**config.mk**
```make
export PLATFORM = sky130hd
export DESIGN_NAME = fetch_unit_flat
export DESIGN_NICKNAME = d
export VERILOG_FILES = /design/src/rtl/fetch_unit_if.sv /design/src/rtl/fetch_unit.sv /design/src/flat_wrapper.sv
export SDC_FILE = /design/constraint.sdc
export NUM_CORES = 1
export LEC_CHECK = 0
export BUFFER_PORTS_ARGS = -buffer_cell sky130_fd_sc_hd__clkbuf_2
export CORE_MARGIN = 4
export CORE_UTILIZATION = 28
export CTS_CLUSTER_SIZE = 16
export DETAILED_ROUTE_END_ITERATION = 8
export PLACE_DENSITY = 0.59
export SLEW_MARGIN = 30
export SYNTH_ARGS = -nofsm -noshare
export SYNTH_HDL_FRONTEND = slang
export SYNTH_SLANG_ARGS = --single-unit
```
**constraint.sdc**
```tcl
create_clock -name Clk -period 6.4 [get_ports Clk]
set_input_delay 0.96 -clock Clk [delete_from_list [all_inputs] [get_ports Clk]]
set_output_delay 0.96 -clock Clk [all_outputs]
set_load 0.01 [all_outputs]
```
**src/rtl/fetch_unit_if.sv**
```systemverilog
// Fetch-stage bus: instruction memory port, redirect input, decode handshake
// and fault reporting. "master" is the fetch unit side; "slave" is the
// memory/decode/control side.
interface fetch_unit_if #(
  parameter int unsigned ADDR_WIDTH = 32,
  parameter int unsigned INST_WIDTH = 32
);
  logic [ADDR_WIDTH-1:0] Address;
  logic [INST_WIDTH-1:0] InstructionIn;
  logic                  Redirect;
  logic [ADDR_WIDTH-1:0] RedirectTarget;
  logic                  InstValid;
  logic                  InstReady;
  logic [INST_WIDTH-1:0] InstOut;
  logic [ADDR_WIDTH-1:0] InstPC;
  logic                  Fault;
  logic [ADDR_WIDTH-1:0] FaultPC;

  modport master (
    output Address, InstValid, InstOut, InstPC, Fault, FaultPC,
    input  InstructionIn, Redirect, RedirectTarget, InstReady
  );

  modport slave (
    input  Address, InstValid, InstOut, InstPC, Fault, FaultPC,
    output InstructionIn, Redirect, RedirectTarget, InstReady
  );
endinterface

```
**src/rtl/fetch_unit.sv**
```systemverilog
// Instruction-fetch stage: owns the fetch PC, reads the combinational
// instruction memory, buffers {PC, instruction} in a small FIFO for decode,
// handles redirects with flush and raises a sticky fault on bad fetch PCs.
module fetch_unit #(
  parameter int unsigned           ADDR_WIDTH  = 32,
  parameter int unsigned           INST_WIDTH  = 32,
  parameter logic [ADDR_WIDTH-1:0] RESET_PC    = '0,
  parameter int unsigned           MEM_BYTES   = 1024,
  parameter int unsigned           QUEUE_DEPTH = 2
) (
  input logic          Clk,
  input logic          Reset,
  fetch_unit_if.master bus
);
  localparam int unsigned           PTR_W   = $clog2(QUEUE_DEPTH);
  localparam logic [ADDR_WIDTH-1:0] LAST_PC = ADDR_WIDTH'(MEM_BYTES - 4);
  localparam logic [PTR_W:0]        DEPTH   = (PTR_W + 1)'(QUEUE_DEPTH);

  typedef enum logic {RUN, FAULT} state_t;

  state_t                state, state_nxt;
  logic [ADDR_WIDTH-1:0] fetch_pc, fetch_pc_nxt;
  logic [ADDR_WIDTH-1:0] fault_pc, fault_pc_nxt;
  logic                  fault, fault_nxt;

  logic [INST_WIDTH-1:0] q_inst [QUEUE_DEPTH];
  logic [ADDR_WIDTH-1:0] q_pc   [QUEUE_DEPTH];
  logic [PTR_W-1:0]      head, tail;
  logic [PTR_W:0]        count;

  logic q_valid, pop, push, flush;
  logic pc_in_range, target_legal;

  assign q_valid      = (count != '0);
  assign pop          = q_valid && bus.InstReady;
  assign pc_in_range  = (fetch_pc <= LAST_PC);
  assign target_legal = (bus.RedirectTarget[1:0] == 2'b00) && (bus.RedirectTarget <= LAST_PC);

  assign bus.Address   = fetch_pc;
  assign bus.InstValid = q_valid;
  assign bus.InstOut   = q_inst[head];
  assign bus.InstPC    = q_pc[head];
  assign bus.Fault     = fault;
  assign bus.FaultPC   = fault_pc;

  // State register for the RUN/FAULT machine.
  always_ff @(posedge Clk) begin
    if (Reset) state <= RUN;
    else       state <= state_nxt;
  end

  // Next state, next fetch PC, fault update and push/flush decisions.
  always_comb begin
    state_nxt    = state;
    fetch_pc_nxt = fetch_pc;
    fault_nxt    = fault;
    fault_pc_nxt = fault_pc;
    push         = 1'b0;
    flush        = 1'b0;
    if (bus.Redirect) begin
      flush        = 1'b1;
      fetch_pc_nxt = bus.RedirectTarget;
      if (target_legal) begin
        state_nxt = RUN;
        fault_nxt = 1'b0;
      end else begin
        state_nxt    = FAULT;
        fault_nxt    = 1'b1;
        fault_pc_nxt = bus.RedirectTarget;
      end
    end else begin
      case (state)
        RUN: begin
          if (!pc_in_range) begin
            state_nxt    = FAULT;
            fault_nxt    = 1'b1;
            fault_pc_nxt = fetch_pc;
          end else if ((count < DEPTH) || pop) begin
            push         = 1'b1;
            fetch_pc_nxt = fetch_pc + ADDR_WIDTH'(4);
          end
        end
        default: ;
      endcase
    end
  end

  // Fetch PC and sticky fault registers.
  always_ff @(posedge Clk) begin
    if (Reset) begin
      fetch_pc <= RESET_PC;
      fault    <= 1'b0;
      fault_pc <= '0;
    end else begin
      fetch_pc <= fetch_pc_nxt;
      fault    <= fault_nxt;
      fault_pc <= fault_pc_nxt;
    end
  end

  // Fetch queue; a flush discards everything, including any same-cycle pop,
  // which the consumer has already taken from the head.
  always_ff @(posedge Clk) begin
    if (Reset) begin
      head  <= '0;
      tail  <= '0;
      count <= '0;
      for (int unsigned i = 0; i < QUEUE_DEPTH; i++) begin
        q_inst[i] <= '0;
        q_pc[i]   <= '0;
      end
    end else if (flush) begin
      head  <= '0;
      tail  <= '0;
      count <= '0;
    end else begin
      if (push) begin
        q_inst[tail] <= bus.InstructionIn;
        q_pc[tail]   <= fetch_pc;
        tail         <= tail + PTR_W'(1);
      end
      if (pop) head <= head + PTR_W'(1);
      case ({push, pop})
        2'b10:   count <= count + (PTR_W + 1)'(1);
        2'b01:   count <= count - (PTR_W + 1)'(1);
        default: count <= count;
      endcase
    end
  end
endmodule

```
**src/flat_wrapper.sv**
```systemverilog
// flat-port wrapper written by rule: the top's interface ports become plain ports
module fetch_unit_flat 
#(
  parameter int unsigned           ADDR_WIDTH  = 32,
  parameter int unsigned           INST_WIDTH  = 32,
  parameter logic [ADDR_WIDTH-1:0] RESET_PC    = '0,
  parameter int unsigned           MEM_BYTES   = 1024,
  parameter int unsigned           QUEUE_DEPTH = 2
)
  (Clk, Reset, bus_Address, bus_InstValid, bus_InstOut, bus_InstPC, bus_Fault, bus_FaultPC, bus_InstructionIn, bus_Redirect, bus_RedirectTarget, bus_InstReady);
  fetch_unit_if #(.ADDR_WIDTH(ADDR_WIDTH), .INST_WIDTH(INST_WIDTH)) bus_i ();
  input logic Clk;
  input logic Reset;
  output wire logic [$bits(bus_i.Address)-1:0] bus_Address;
  output wire logic [$bits(bus_i.InstValid)-1:0] bus_InstValid;
  output wire logic [$bits(bus_i.InstOut)-1:0] bus_InstOut;
  output wire logic [$bits(bus_i.InstPC)-1:0] bus_InstPC;
  output wire logic [$bits(bus_i.Fault)-1:0] bus_Fault;
  output wire logic [$bits(bus_i.FaultPC)-1:0] bus_FaultPC;
  input wire logic [$bits(bus_i.InstructionIn)-1:0] bus_InstructionIn;
  input wire logic [$bits(bus_i.Redirect)-1:0] bus_Redirect;
  input wire logic [$bits(bus_i.RedirectTarget)-1:0] bus_RedirectTarget;
  input wire logic [$bits(bus_i.InstReady)-1:0] bus_InstReady;
  assign bus_Address = bus_i.Address;
  assign bus_InstValid = bus_i.InstValid;
  assign bus_InstOut = bus_i.InstOut;
  assign bus_InstPC = bus_i.InstPC;
  assign bus_Fault = bus_i.Fault;
  assign bus_FaultPC = bus_i.FaultPC;
  assign bus_i.InstructionIn = bus_InstructionIn;
  assign bus_i.Redirect = bus_Redirect;
  assign bus_i.RedirectTarget = bus_RedirectTarget;
  assign bus_i.InstReady = bus_InstReady;
  fetch_unit #(.ADDR_WIDTH(ADDR_WIDTH), .INST_WIDTH(INST_WIDTH), .RESET_PC(RESET_PC), .MEM_BYTES(MEM_BYTES), .QUEUE_DEPTH(QUEUE_DEPTH)) u_core (.Clk(Clk), .Reset(Reset), .bus(bus_i));
endmodule
```
## Yosys cells after proc, flatten, opt, wreduce, memory -nomap -nowiden

Memory sizes are Yosys's and may differ from the RTL's. A register that Yosys moved wholly into a read port is not among the register bits.
Cells that the tools add are included.

| word-level totals | value |
|---|---|
| register bits | 70 |
| RAM bits | 128 |
| bits of input ports | 68 |
| word-level logic and storage cells | 73 |
| memories | 2 |

Memory list:

| name | depth | bits a word | read ports | clocked after memory_dff | wr ports | RTL line | RTL |
|---|---|---|---|---|---|---|---|
| u_core.q_inst | 2 | 32 | 1 | 1 | 2 | fetch_unit.sv:26 | `logic [INST_WIDTH-1:0] q_inst [QUEUE_DEPTH];` |
| u_core.q_pc | 2 | 32 | 1 | 1 | 2 | fetch_unit.sv:27 | `logic [ADDR_WIDTH-1:0] q_pc [QUEUE_DEPTH];` |

| operators by class | value |
|---|---|
| add/subtract/negate cells | 5 |
| magnitude comparators | 3 |
| equality and inequality tests | 5 |
| multiplexer cells | 37 |
| reduce and logical (&&, ||, !) cells | 14 |

Operator list:

| cell | number |
|---|---|
| two-way mux 32 bit | 10 |
| less-or-equal comparator 32 x 10 -> 1 bit (second input constant) | 2 |
| OR reduction 32 bit | 2 |
| adder 32 x 3 -> 32 bit (second input constant) | 1 |
| two-way mux 1 bit | 26 |
| nonzero test 2 bit | 4 |
| inequality test 2 bit (second input constant) | 3 |
| AND reduction 3 bit | 2 |
| one-hot mux 2 bit (2 select lines) | 1 |
| adder 1 bit (second input constant) | 2 |
| adder 2 x 1 -> 2 bit (second input constant) | 1 |
| equality test 2 x 1 -> 1 bit (second input constant) | 1 |
| equality test 2 bit (second input constant) | 1 |
| logical AND 1 bit | 2 |
| zero test 2 bit | 1 |
| less-than comparator 2 bit (second input constant) | 1 |
| AND reduction 2 bit | 1 |
| OR reduction 2 bit | 1 |
| subtractor 2 x 1 -> 2 bit (second input constant) | 1 |
| logical OR 1 bit | 1 |

## Longest topological paths before layout

Gate-level depths: netlist of run 1.

| logic depth | value |
|---|---|
| depth after elaboration | 13 |
| depth in mapped cells | 10 |

## Least setup slack after synthesis of run 1

No wires, ideal clock.

| path | value |
|---|---|
| path type | in2reg |
| start point | input port bus_Redirect |
| end point | memory u_core.q_inst[0][0], enable pin |
| library setup time | 0.494 ns |
| arrival time | 4.692 ns |
| required time | 5.906 ns |
| setup slack | 1.214 ns |
| stages on the path | 4 |
| path buffers | 2 |
| cells stage by stage | clkbuf_1 > buf_1 > or3_1 > o21ai_1 |

RTL lines:

| element | RTL line | RTL |
|---|---|---|
| from (decl) | flat_wrapper.sv:21 | `input wire logic [$bits(bus_i.Redirect)-1:0] bus_Redirect;` |
| to (decl) | fetch_unit.sv:26 |  |

==> summary.txt, run 1 <==
Outcome
  – Run status: finished, final reports clean

Power and ir drop
  – Comb pwr share: 8.6%
  – Power Density: 265.0 nW/um^2
  – Leakage: roughly 4.2 nW
  – P_int: about 2.0 mW
  – Peak supply drop: roughly 0.21 mV
  – Switch share: 25.69%
  – Register share of total power: 53.0%
  – NetSw: 0.7075 mW
  – Clk pwr share: 38.4%

CTS
  – Clk_lat worst skew: approximately 0.43 ns
  – Root Buffer: clkbuf_16
  – Post-CTS Setup Bufs: 0
  – CTS resizes: 0
  – Deepest clock path buffer count: 2
  – Num CTS Buffers: 17
  – CTS Sinks: 199
  – CTS Hold Buffers Added: 0
  – CTS H-tree depth: 4
  – CTS tree: done
  – Clock slew at reported path FFs: roughly 0.08 ns

Yosys
  – Ys Warns: 0
  – Register area share after synthesis: 64.12%
  – Avg Inst Size Synth: 12.91 sq um
  – Synth top area cells: edfxtp_1 47%, dfxtp_1 17%, mux2_2 8.8%
  – Post-Syn Area: just over 8000 sq um
  – Area share of the largest cell type after synthesis: 46.81%
  – Ys flop type: edfxtp_1
  – Async S/R FF share, synth: 0%
  – Number of flops mapped to enable cells by yosys: 128
  – Yosys reg bits: 199
  – Gate Count Post-Synth: 636
  – Cell variety after synth: between 40 and 50
  – Dominant cell type by area after synthesis: edfxtp_1

Min path
  – Hold path depth: 2
  – Min-delay src: u_core.bus.FaultPC[29]$_SDFFE_PP0P_
  – Hold endpoint: u_core.bus.FaultPC[29]$_SDFFE_PP0P_
  – HP Class: flop to flop

Detailed routing
  – Routed Antenna Nets: 0
  – WL/cell: 16.25 um
  – DRT Pass-1 Iters: 4
  – Via density: 4.419
  – Iter 0 DRT Violations: 309
  – DR vias: 5577
  – Residual DRC: 0
  – Final WL: 20510 um

Placement
  – Port bufs: 197
  – Dpl hpwl: 13640 um
  – Place WS: 2.536 ns
  – GP Congestion: between 0.8 and 0.9

Setup path
  – Arr. time, crit path: 3.26 ns
  – Worst Setup End Kind: flop
  – Reg2Reg Depth: 7
  – Req. time, crit path: 6.51 ns
  – Crit path launch: u_core.bus.Address[24]$_SDFFE_PP0P_
  – FF-to-FF Start: u_core.bus.Address[24]$_SDFFE_PP0P_
  – Crit path launch type: flop
  – Crit path max fanout: 45
  – RR Endpoint: u_core.q_inst[1][16]$_SDFFCE_PN0P_
  – Crit Path Class: flop to flop
  – Worst reg-to-reg setup slack: 3.25 ns

Finish
  – Layout cells sized above 1: 36.22%
  – Most frequent cells in the layout: 197 x clkbuf_2, 128 x edfxtp_1, 85 x and2_1
  – Commonest non-fill, non-tap cell in the layout: clkbuf_2
  – Post-layout net count: 935
  – Fillers: 2846
  – Area growth from synthesis to layout: 26.56%
  – N_diodes: 0

Floorplanning
  – Die ar.: 32130 sq um
  – Die Y-Extent: 179.3 um
  – Die W: between 150 and 200 um
  – Top-Level Pins: 198
  – Rows: 62
  – Starting density of the core: 28.53%
  – Core Area: 28780 sq um

Timing
  – Skew final: approximately 0.015 ns
  – Setup ws final: 3.247 ns
  – Setup_tns: 0 ns
  – Tmin final: 3.153 ns
  – Final period util: 49.26%
  – Final Hold Viols: 0
  – Fmax: 317.2 MHz
  – # setup viols final: 0
  – Slew @ Worst Pin: ~0.89 ns
  – Pins Over Slew Limit: 0
  – RSZ-0062 raised after global routing: false
  – Worst slew margin: 40.75%

Global routing
  – First-pass GRT wire length: 31350 um
  – Largest net degree at the start of global routing: 65
  – Total GRT Usage: 12.71%
  – Total congestion overflow: 0
  – Initial antenna violation count: 1
  – Vias in the first global route: 5616

Flow run
  – Max cap viols: 0
power groups by stage:
stage          Combinational (mW)  Clock (mW)  Sequential [mW]
3_5_place_dp                0.237           0             1.49
4_1_cts                     0.238        1.09             1.46
2_1_floorplan               0.115           0             1.50
5_1_grt                     0.262        1.14             1.47
6_report                    0.237        1.06             1.46
3_3_place_gp                0.236           0             1.49
flip-flops by register name, summed over array words and instances (netlist names), named ones only:
signal	count
u_core.tail	1
u_core.state	1
u_core.bus.FaultPC	32
u_core.bus.Address	32
u_core.head	1
u_core.count	2
u_core.q_pc	64
u_core.q_inst	64
u_core.bus.Fault	1
area by class of cell:
class / count / area (sq um) / share of cell area [%]
inverters: 5 / 18.77 / 0.1806
multi-input cells: 435 / 2943 / 28.32
well taps: 384 / 480.5 / 4.623
flip-flops and latches: 199 / 5266 / 50.67
repair buffers: 207 / 1101 / 10.59
clock buffers: 18 / 429.2 / 4.130
clock inverters: 14 / 153.9 / 1.481
Yosys cell counts (3+ instances only):
master	number
nor2_1	33
or4_1	7
o31ai_1	4
a31oi_1	4
a211oi_1	7
clkbuf_1	34
mux2_2	64
buf_2	3
o311a_1	4
nor4_1	9
mux2i_1	24
or2_2	4
dfxtp_1	71
nor3_1	3
inv_1	4
nand2b_1	7
or3_1	5
o21ai_0	32
o21ai_1	3
nand2_1	33
and2_1	86
nand3_1	27
edfxtp_1	128
a21oi_1	9
routing by layer:
layer  share of wire [%]  vias to the layer above  track usage, %
li1                    -                     2716               -
met1                  44                     2658           16.40
met2                  45                      189           19.64
met3                  10                       12           5.652
met4                0.73                        2           3.047
met5               0.063                        -               0
worst max path at each step:
stage                                          to  slack, ns  cells past startpoint
4_1_cts        u_core.q_inst[1][13]$_SDFFCE_PN0P_       2.95                      6
3_3_place_gp    u_core.q_inst[1][2]$_SDFFCE_PN0P_       2.62                      7
3_5_place_dp    u_core.q_inst[1][2]$_SDFFCE_PN0P_       2.54                      7
6_report       u_core.q_inst[1][16]$_SDFFCE_PN0P_       3.25                      7
5_1_grt        u_core.q_inst[1][14]$_SDFFCE_PN0P_       3.07                      7
2_1_floorplan   u_core.q_inst[0][0]$_SDFFCE_PN0P_       1.21                      4
worst max-delay path, stage by stage, from the launching register on:
cell,delay (ns)
dfxtp_1,0.35
or4_1,0.56
nor2_4,0.19
nand4_4,0.30
nor4_4,0.29
buf_4,0.40
or2_4,0.42
buf_16,0.28
cells by family after synthesis:
kind of cell | Yosys count | synth area share [%]
XOR/XNOR | 3 | 0.3200
buffers and inverters | 45 | 2.194
other | 1 | 0.04567
adder cells (fa/ha/maj) | 2 | 0.3047
AO/OA/AOI/OAI | 69 | 5.226
multiplexers | 88 | 11.70
AND/OR/NAND/NOR | 229 | 16.09
flip-flops | 199 | 64.12
through the flow:
stage	instance area (sq um)	utilization (%)	power (mW)	std cells	hold slack [ns]
3_3_place_gp	9753	33.89	1.725	1228	0.4386
3_5_place_dp	9754	33.89	1.728	1228	0.4440
2_1_floorplan	8373	-	1.611	679	0.4668
5_1_grt	10390	36.11	2.875	1262	0.4801
4_1_cts	10340	35.92	2.789	1260	0.4549
6_report	10390	36.11	2.754	1262	0.4503
(Power assumes the default switching activity.)
==> run 2: changes to the inputs <==
clock period = 3.18 ns   (was 6.4 ns; I/O delays follow)
==> run 2 against run 1 <==
Global-route usage is 0.28 points higher. Routed wire length is 1.3% higher. Via count hardly changed. Critical path type unchanged. Clock power is 110% higher. First-iteration DRC count is 2.3% lower.
==> summary.txt, run 2 (synthesis results as in run 1) <==
Finish
  – N_diodes: 0
  – Post-layout net count: 942
  – Fillers: ~2.9k
  – Area growth from synthesis to layout: 28.07%
  – Post-route cell area: 10520 sq um
  – Most frequent cells in the layout: 197 x clkbuf_2, 128 x edfxtp_1, 86 x and2_1
  – Commonest non-fill, non-tap cell in the layout: clkbuf_2
  – Finished Core Util: a little over a third
  – Layout cells sized above 1: 37.51%
  – Top flop regs: u_core.q_inst: 64 flops, u_core.q_pc: 64 flops
  – Post-Layout Cell Count: about 1.3k

Timing
  – Final Hold Viols: 0
  – # setup viols final: 0
  – RSZ-0062 raised after global routing: false
  – Pins Over Slew Limit: 0
  – Fmax: between 300 and 400 MHz
  – Skew final: 0.01296 ns
  – Worst slew margin: 54.11%
  – Slew @ Worst Pin: between 0.6 and 0.7 ns
  – Tmin final: 2.767 ns
  – Setup_tns: 0 ns
  – Worst Hold Slack: 0.3341 ns
  – Setup ws final: 0.4135 ns
  – Final period util: 87.00%

CTS
  – CTS tree: done
  – Num CTS Buffers: 17
  – CTS H-tree depth: 4
  – Root Buffer: clkbuf_16
  – Deepest clock path buffer count: 2
  – Post-CTS Setup Bufs: 0
  – Clock slew at reported path FFs: 0.09 ns
  – CTS Sinks: 199
  – Clk_lat worst skew: 0.43 ns
  – CTS resizes: 0
  – CTS Hold Buffers Added: 0

Placement
  – GP Congestion: 0.8713
  – Post-DP Area: 9891 sq um
  – Placed Cells: 1237
  – Port bufs: 197
  – Dpl hpwl: 14180 um
  – Place WS: 0.4333 ns

Outcome
  – Run status: finished, final reports clean

Power and ir drop
  – Switch share: 25.59%
  – Clk pwr share: 39.7%
  – Final Power: 5.676 mW
  – Peak supply drop: between 0.2 and 0.3 mV
  – Register share of total power: 51.7%
  – P_int: 4.224 mW
  – Leakage: 4.291 nW
  – NetSw: roughly 1.5 mW
  – Power Density: 539.8 nW/um^2
  – Comb pwr share: between 8 and 9%

Floorplanning
  – Die Y-Extent: 179.3 um
  – Die W: 179.3 um
  – Rows: 62
  – Die ar.: between 30000 and 40000 sq um
  – Starting density of the core: 28.53%
  – Top-Level Pins: 198
  – Core Area: 28780 sq um

Detailed routing
  – Final WL: 20780 um
  – Iter 0 DRT Violations: about 300
  – Via density: 4.391
  – DR vias: around 5.6k
  – Residual DRC: 0
  – WL/cell: 16.38 um
  – Routed Antenna Nets: 0
  – DRT Pass-1 Iters: 4

Global routing
  – Total congestion overflow: 0
  – Largest net degree at the start of global routing: 65
  – Initial antenna violation count: 0
  – First-pass GRT wire length: 32120 um
  – Vias in the first global route: 5789
  – Total GRT Usage: 12.98%

Setup path
  – Crit Path Class: flop to flop
  – Arr. time, crit path: 3.12 ns
  – Req. time, crit path: 3.53 ns
  – Crit path launch type: flop
  – Worst Setup End Kind: flop
  – Crit path max fanout: 22

Min path
  – HP Class: input pin to flop

Flow run
  – Max cap viols: 0
-- run 2: cell types whose count changed in the layout (fill, tap and decap cells not counted), sizes merged --
cell,change
buf,+7
inv,+2
bufinv,+1
clkbuf,-1
clkinv,-1
clkinvlp,-1
-- run 2: power groups by stage --
stage	logic, mW	registers (mW)	clock network, mW
4_1_cts	0.501	2.94	2.32
6_report	0.491	2.93	2.25
3_3_place_gp	0.502	2.99	0
3_5_place_dp	0.498	2.99	0
2_1_floorplan	0.238	3.01	0
5_1_grt	0.545	2.95	2.44
-- run 2: cell type report --
cell class / count / area, sq um / area share [%]
flip-flops and latches: 199 / 5270 / 50.11
multi-input cells: 435 / 2958 / 28.13
repair buffers: 214 / 1164 / 11.06
well taps: 384 / 480.5 / 4.569
clock buffers: 17 / 425.4 / 4.045
clock inverters: 15 / 200.2 / 1.904
inverters: 5 / 18.77 / 0.1785
-- run 2: final timing paths --
path | from | endpoint | slack [ns] | cells past startpoint
worst max-delay path | u_core.bus.Address[17]$_SDFFE_PP0P_ | u_core.count[1]$_SDFFE_PP0P_ | 0.41 | 7
worst min-delay path | bus_InstructionIn[5] | u_core.q_inst[0][5]$_SDFFCE_PN0P_ | 0.33 | 2
worst max register to register | u_core.bus.Address[17]$_SDFFE_PP0P_ | u_core.count[1]$_SDFFE_PP0P_ | 0.41 | 7
worst min register to register | u_core.bus.FaultPC[29]$_SDFFE_PP0P_ | u_core.bus.FaultPC[29]$_SDFFE_PP0P_ | 0.46 | 2
-- run 2: critical path, cell delays in order (launching register included) --
cell and delay, ns:
dfxtp_2 0.33, or4_4 0.55, nor3_4 0.19, nand4_4 0.31
or3_4 0.46, ha_1 0.34, or3_1 0.37, a21oi_1 0.14
-- run 2: per-layer routing --
metal  GRT usage [%]  share of wire (%)  wire (um)
met5               0                  0          0
met4           3.935                1.6        340
met3           5.230                9.3       1940
met2           20.61                 46       9532
met1           16.30                 43       8968
